<file path="config.mk">
export PLATFORM = sky130hd
export DESIGN_NAME = seg7_bcd_counter
export DESIGN_NICKNAME = d
export VERILOG_FILES = /design/src/rtl/seg7_pkg.sv /design/src/rtl/seg7_decode.sv /design/src/rtl/seg7_bcd_counter.sv
export SDC_FILE = /design/constraint.sdc
export NUM_CORES = 1
export LEC_CHECK = 0
export ABC_AREA = 1
export CORE_MARGIN = 8
export CORE_UTILIZATION = 30
export CTS_CLUSTER_DIAMETER = 120
export CTS_CLUSTER_SIZE = 20
export DETAILED_ROUTE_END_ITERATION = 6
export GPL_ROUTABILITY_DRIVEN = 1
export PLACE_DENSITY = 0.58
export SLEW_MARGIN = 20
export SYNTH_ARGS = -nofsm -noshare
export SYNTH_HDL_FRONTEND = slang
export SYNTH_HIERARCHICAL = 1
export SYNTH_SLANG_ARGS = --single-unit
</file>
<file path="constraint.sdc">
create_clock -name clk -period 2.1 [get_ports clk]
set_input_delay 0.42 -clock clk [delete_from_list [all_inputs] [get_ports clk]]
set_output_delay 0.42 -clock clk [all_outputs]
set_load 0.02 [all_outputs]
</file>
<file path="src/rtl/seg7_pkg.sv">
// seg7_pkg: shared widths, A..G segment patterns (A is MSB) and BCD decode function
package seg7_pkg;
  localparam int BCD_W = 4;
  localparam int SEG_W = 7;
  localparam logic [SEG_W-1:0] SEG_0 = 7'b1111110;
  localparam logic [SEG_W-1:0] SEG_1 = 7'b0110000;
  localparam logic [SEG_W-1:0] SEG_2 = 7'b1101101;
  localparam logic [SEG_W-1:0] SEG_3 = 7'b1111001;
  localparam logic [SEG_W-1:0] SEG_4 = 7'b0110011;
  localparam logic [SEG_W-1:0] SEG_5 = 7'b1011011;
  localparam logic [SEG_W-1:0] SEG_6 = 7'b1011111;
  localparam logic [SEG_W-1:0] SEG_7 = 7'b1110000;
  localparam logic [SEG_W-1:0] SEG_8 = 7'b1111111;
  localparam logic [SEG_W-1:0] SEG_9 = 7'b1111011;
  localparam logic [SEG_W-1:0] SEG_BAD = 7'b1111111;

  function automatic logic [SEG_W-1:0] seg_decode(input logic [BCD_W-1:0] d);
    case (d)
      4'd0: return SEG_0;
      4'd1: return SEG_1;
      4'd2: return SEG_2;
      4'd3: return SEG_3;
      4'd4: return SEG_4;
      4'd5: return SEG_5;
      4'd6: return SEG_6;
      4'd7: return SEG_7;
      4'd8: return SEG_8;
      4'd9: return SEG_9;
      default: return SEG_BAD;
    endcase
  endfunction
endpackage

</file>
<file path="src/rtl/seg7_decode.sv">
// seg7_decode: combinational BCD nibble to active-high A..G segment pattern
module seg7_decode
  import seg7_pkg::*;
(
  input  logic [BCD_W-1:0] bcd,
  output logic [SEG_W-1:0] seg
);
  assign seg = seg_decode(bcd);
endmodule

</file>
<file path="src/rtl/seg7_bcd_counter.sv">
// seg7_bcd_counter: prescaled multi-digit BCD up/down counter with multiplexed 7-segment scan
module seg7_bcd_counter
  import seg7_pkg::*;
#(
  parameter int DIGITS     = 2,
  parameter int PRESCALE   = 4,
  parameter int SCAN_DIV   = 2,
  parameter int ACTIVE_LOW = 0
) (
  input  logic                    clk,
  input  logic                    rst_n,
  input  logic                    en,
  input  logic                    up,
  input  logic                    clear,
  input  logic                    load,
  input  logic [BCD_W*DIGITS-1:0] load_val,
  output logic [BCD_W*DIGITS-1:0] count,
  output logic                    wrap,
  output logic [SEG_W-1:0]        seg,
  output logic [DIGITS-1:0]       dig_sel
);
  localparam int W  = BCD_W * DIGITS;
  localparam int PW = PRESCALE > 1 ? $clog2(PRESCALE) : 1;
  localparam int SW = SCAN_DIV > 1 ? $clog2(SCAN_DIV) : 1;
  localparam int IW = DIGITS > 1 ? $clog2(DIGITS) : 1;
  logic [PW-1:0] pre_cnt;
  logic [SW-1:0] scan_cnt;
  logic [IW-1:0] idx;
  logic step, scan_done;
  logic [W-1:0] nxt, ld;
  logic [DIGITS:0] c;
  logic [BCD_W-1:0] dgt [DIGITS];
  logic [SEG_W-1:0] seg_nxt, seg_q;
  logic [DIGITS-1:0] sel_q;
  assign step = en && pre_cnt == PW'(PRESCALE - 1);
  assign c[0] = 1'b1;
  // c[i] is the carry (up) or borrow (down) into digit i; c[DIGITS] means roll-over
  for (genvar i = 0; i < DIGITS; i++) begin : g_dig
    logic [BCD_W-1:0] d, l;
    assign d = count[BCD_W*i +: BCD_W];
    assign l = load_val[BCD_W*i +: BCD_W];
    assign dgt[i] = d;
    assign c[i+1] = c[i] && (up ? d == 4'd9 : d == 4'd0);
    assign nxt[BCD_W*i +: BCD_W] = !c[i] ? d : up ? (d == 4'd9 ? 4'd0 : d + 4'd1) : (d == 4'd0 ? 4'd9 : d - 4'd1);
    assign ld[BCD_W*i +: BCD_W] = l > 4'd9 ? 4'd9 : l;
  end
  always_ff @(posedge clk) begin
    if (!rst_n || clear || load) pre_cnt <= '0;
    else if (en) pre_cnt <= step ? '0 : pre_cnt + PW'(1);
  end
  always_ff @(posedge clk) begin
    if (!rst_n || clear) count <= '0;
    else if (load) count <= ld;
    else if (step) count <= nxt;
  end
  always_ff @(posedge clk) wrap <= rst_n && !clear && !load && step && c[DIGITS];
  assign scan_done = scan_cnt == SW'(SCAN_DIV - 1);
  always_ff @(posedge clk) begin
    if (!rst_n) begin
      scan_cnt <= '0;
      idx      <= '0;
      seg_q    <= SEG_0;
      sel_q    <= DIGITS'(1);
    end else begin
      scan_cnt <= scan_done ? '0 : scan_cnt + SW'(1);
      idx      <= !scan_done ? idx : idx == IW'(DIGITS - 1) ? '0 : idx + IW'(1);
      seg_q    <= seg_nxt;
      sel_q    <= DIGITS'(1) << idx;
    end
  end
  seg7_decode u_dec (.bcd(dgt[idx]), .seg(seg_nxt));
  assign seg     = ACTIVE_LOW != 0 ? ~seg_q : seg_q;
  assign dig_sel = ACTIVE_LOW != 0 ? ~sel_q : sel_q;
endmodule

</file>
==> impl_metrics.toml, run 1 <==
[place]
place_worst_setup_slack_ns = 0.3150
hpwlAfterDp_um = 2642
dpl-instance-area_um2 = 1792
io_buffers = 31
placer_congestion_estimate = 0.8330

[timing]
rsz0062_at_grt = "false"
final.period_utilization_pct = 90.39
setup_ws_ns = 0.2017
worst_slew_margin_rel_pct = 59.37
maxClockFrequency_ghz = 0.5268
finalSetupViolCount = 0
fin_crit_ns = 1.898
drv_slew = 0
setup-tns-final_ns = 0
finalHoldViolations = 0
worst_clock_skew_ns = 0.008299
whs_ns = 0.4478
worstMarginPinSlew_ns = 0.6030

[yosys]
dominantRegCellSynth = "sky130_fd_sc_hd__dfxtp_1"
synth.largest_area_cell = "sky130_fd_sc_hd__dfxtp_1"
postSynthAreaPerCell_um2 = 6.544
synth.yosys.warnings = 6
count_of_unique_library_cells_instantiated_by_yosys = 27
synthesis.instances = 213
synth-edff-count = 0
syn_nets = 234
synth_top_cell_area_share_pct = 31.60
synth.most_common_cell = "sky130_fd_sc_hd__nand2_1"
synth.cells.most_frequent = "58 x sky130_fd_sc_hd__nand2_1, 23 x sky130_fd_sc_hd__inv_1, 23 x sky130_fd_sc_hd__nor2_1, 22 x sky130_fd_sc_hd__dfxtp_1, 18 x sky130_fd_sc_hd__nand3_1"
ys_top_cells_by_area = "sky130_fd_sc_hd__dfxtp_1 32%, sky130_fd_sc_hd__nand2_1 16%, sky130_fd_sc_hd__nand3_1 6.5%, sky130_fd_sc_hd__ha_1 6.3%, sky130_fd_sc_hd__inv_1 6.2%"
synth_seq_area_share_pct = 31.60
synthesis.area_um2 = 1394
asyncSetResetFlopFracSynth_pct = 0
number_of_synthesized_register_bits = 22

[pwr]
total_leakage_power_uw = 0.0008428
irDropWorstVdd_v = 0.0002917
power_density_nw_per_um2 = 540.0
finalPower_uw = 997.2

[cts]
cts_tree = "done"
cts-root-buf = "sky130_fd_sc_hd__clkbuf_8"
htree_levels = 1
clk_latency_ns = 0.26
post_cts_buffers = 0
clk_transition_reported_paths_ns = 0.08
cts-buffers-inserted = 3
cts_hold_repair.buffers = 0
clock_tree.buffer_depth = 2
cts-resized-gates = 0
numClockSinks = 22

[critical_path]
worstSetupEndpointType = "output pin"
timing.critical_path.from_type = "flop"
cpLargestDelayFamily = "buffers and inverters"
cp_cell_sequence = "clkdlybuf4s50_1"
timing_worst_setup_path_type = "flop to output pin"
timing.critical_path.slowest_cell_delay_ns = 0.68
cp_slowest_cell = "sky130_fd_sc_hd__clkdlybuf4s50_1"
critical_path_arrival_ns = 1.48
cp.required_ns = 1.68
critPathBufInv = 1
crit_path_max_fanout = 8

[global_route]
global_route_wire_length_before_repair_um = 5589
first_global_vias = 1331
number_of_antenna_violations_at_the_first_check_in_global_routing = 0
grt_remaining_overflow = 0
grt_max_degree = 13
grt.total_usage_pct = 9.273

[final_layout]
area.growth.synth_to_final_pct = 32.50
fraction_of_layout_instances_using_a_drive_strength_above_1_pct = 14.34
area_of_the_multi_input_gates_um2 = 819.5
finalNetCount = 273
num_antenna_cells = 0
fillers = 511
layout_cell_area_excl_fill_um2 = 1847
register_area_um2 = 440.4

[route]
first_iter_violations = 35
drt_wl_total_um = 3232
drt-vias-per-instance = 4.528
first_pass_drt_iterations = 4
routed_wl_per_cell_um = 10.60
final_antenna_net_count = 0
num_vias = 1381
drc_errors = 0

[floorplanning]
starting_density_pct = 30.31
row_count = 25
dieArea_um2 = 7083
chipWidth_um = 84.16
design.portCount = 32
core_area_um2 = 4598
height_of_the_chip_um = 84.16

[worst_hold_path]
hold_path.class = "flop to flop"

[status]
status = "finished, final reports clean"

[run]
maxCapViolCount = 0
## cells by family after synthesis
| kind of cell | after synthesis | share of synthesized area (%) |
|---|---|---|
| flip-flops | 22 | 31.60 |
| AND/OR/NAND/NOR | 120 | 39.68 |
| adder cells (fa/ha/maj) | 7 | 6.283 |
| buffers and inverters | 33 | 9.604 |
| XOR/XNOR | 3 | 1.885 |
| AO/OA/AOI/OAI | 28 | 10.95 |
## report_power, final
part / switching, µW / internal, µW / leakage (µW) / total, µW
clock network: 136 / 167 / 0.0000288 / 303
registers: 19.6 / 438 / 0.000180 / 457
logic: 128 / 108 / 0.000634 / 237
## registers in the layout, indices dropped and copies added (netlist names)
register,flops
count,8
seg,7
dig_sel,2
pre_cnt,2
idx,1
scan_cnt,1
wrap,1
## cell type report
type / instances / share of cell area (%)
sequential: 22 / 23.85
tap: 54 / 3.659
multi-input combinational: 158 / 44.38
clock buffer: 4 / 2.981
timing repair buffer: 36 / 18.83
inverter: 31 / 6.301
## cell usage in the layout (no fill, tap or decap), types with 2 or more instances in the layout
cell / synthesis / final
sky130_fd_sc_hd__nor2_1: 23 / 23
sky130_fd_sc_hd__o211ai_1: 2 / 2
sky130_fd_sc_hd__inv_1: 23 / 23
sky130_fd_sc_hd__a21oi_1: 8 / 8
sky130_fd_sc_hd__nand2_4: 3 / 3
sky130_fd_sc_hd__ha_1: 7 / 7
sky130_fd_sc_hd__dfxtp_1: 22 / 22
sky130_fd_sc_hd__nor2_2: 4 / 4
sky130_fd_sc_hd__o21ai_0: 11 / 11
sky130_fd_sc_hd__xor2_1: 2 / 2
sky130_fd_sc_hd__clkdlybuf4s50_1: 0 / 31
sky130_fd_sc_hd__or2_2: 6 / 6
sky130_fd_sc_hd__nand3_1: 18 / 18
sky130_fd_sc_hd__nand2_1: 58 / 58
sky130_fd_sc_hd__o21ai_1: 4 / 4
sky130_fd_sc_hd__buf_4: 0 / 5
sky130_fd_sc_hd__nor2_4: 2 / 2
sky130_fd_sc_hd__nand2_2: 2 / 2
sky130_fd_sc_hd__inv_2: 8 / 8
sky130_fd_sc_hd__clkbuf_8: 1 / 4
## layer usage
| layer | global-route usage [%] | vias up | routed length, µm |
|---|---|---|---|
| met5 | 0 | - | 0 |
| li1 | - | 748 | - |
| met3 | 4.066 | 6 | 237 |
| met1 | 10.66 | 585 | 1521 |
| met4 | 2.198 | 0 | 35 |
| met2 | 15.32 | 42 | 1439 |
## path summary, 6_finish.rpt
kind	start	to	slack, ns	cells past startpoint
min	scan_cnt	scan_cnt	0.45	1
max reg2reg	count[1]	seg[3]	0.27	7
min reg2reg	scan_cnt	scan_cnt	0.45	1
max	count[1]	count[1]	0.20	1
## through the flow
stage	utilization, %	instances
final	40.16	305
after global routing	40.16	305
after CTS	40.16	305
after detailed placement	38.97	301
after global placement	38.97	301
after floorplan	-	213
Power figures use the tool's default switching activity.
==> run 2, diff against run 1 <==
--- a/config.mk
+++ b/config.mk
@@ -6,13 +6,16 @@
 export NUM_CORES = 1
 export LEC_CHECK = 0
 export ABC_AREA = 1
+export CAP_MARGIN = 20
 export CORE_MARGIN = 8
 export CORE_UTILIZATION = 30
 export CTS_CLUSTER_DIAMETER = 120
 export CTS_CLUSTER_SIZE = 20
 export DETAILED_ROUTE_END_ITERATION = 6
 export GPL_ROUTABILITY_DRIVEN = 1
+export HOLD_SLACK_MARGIN = 0.1
 export PLACE_DENSITY = 0.58
+export SKIP_LAST_GASP = 1
 export SLEW_MARGIN = 20
 export SYNTH_ARGS = -nofsm -noshare
 export SYNTH_HDL_FRONTEND = slang
==> results of run 2 <==
Final layout, timing and power as in run 1 (identical DEF).
==> run 3, diff against run 2 <==
--- a/config.mk
+++ b/config.mk
@@ -6,7 +6,7 @@
 export NUM_CORES = 1
 export LEC_CHECK = 0
 export ABC_AREA = 1
-export CAP_MARGIN = 20
+export CAP_MARGIN = 10
 export CORE_MARGIN = 8
 export CORE_UTILIZATION = 30
 export CTS_CLUSTER_DIAMETER = 120
==> results of run 3 <==
Final layout, timing and power as in run 1 (identical DEF).
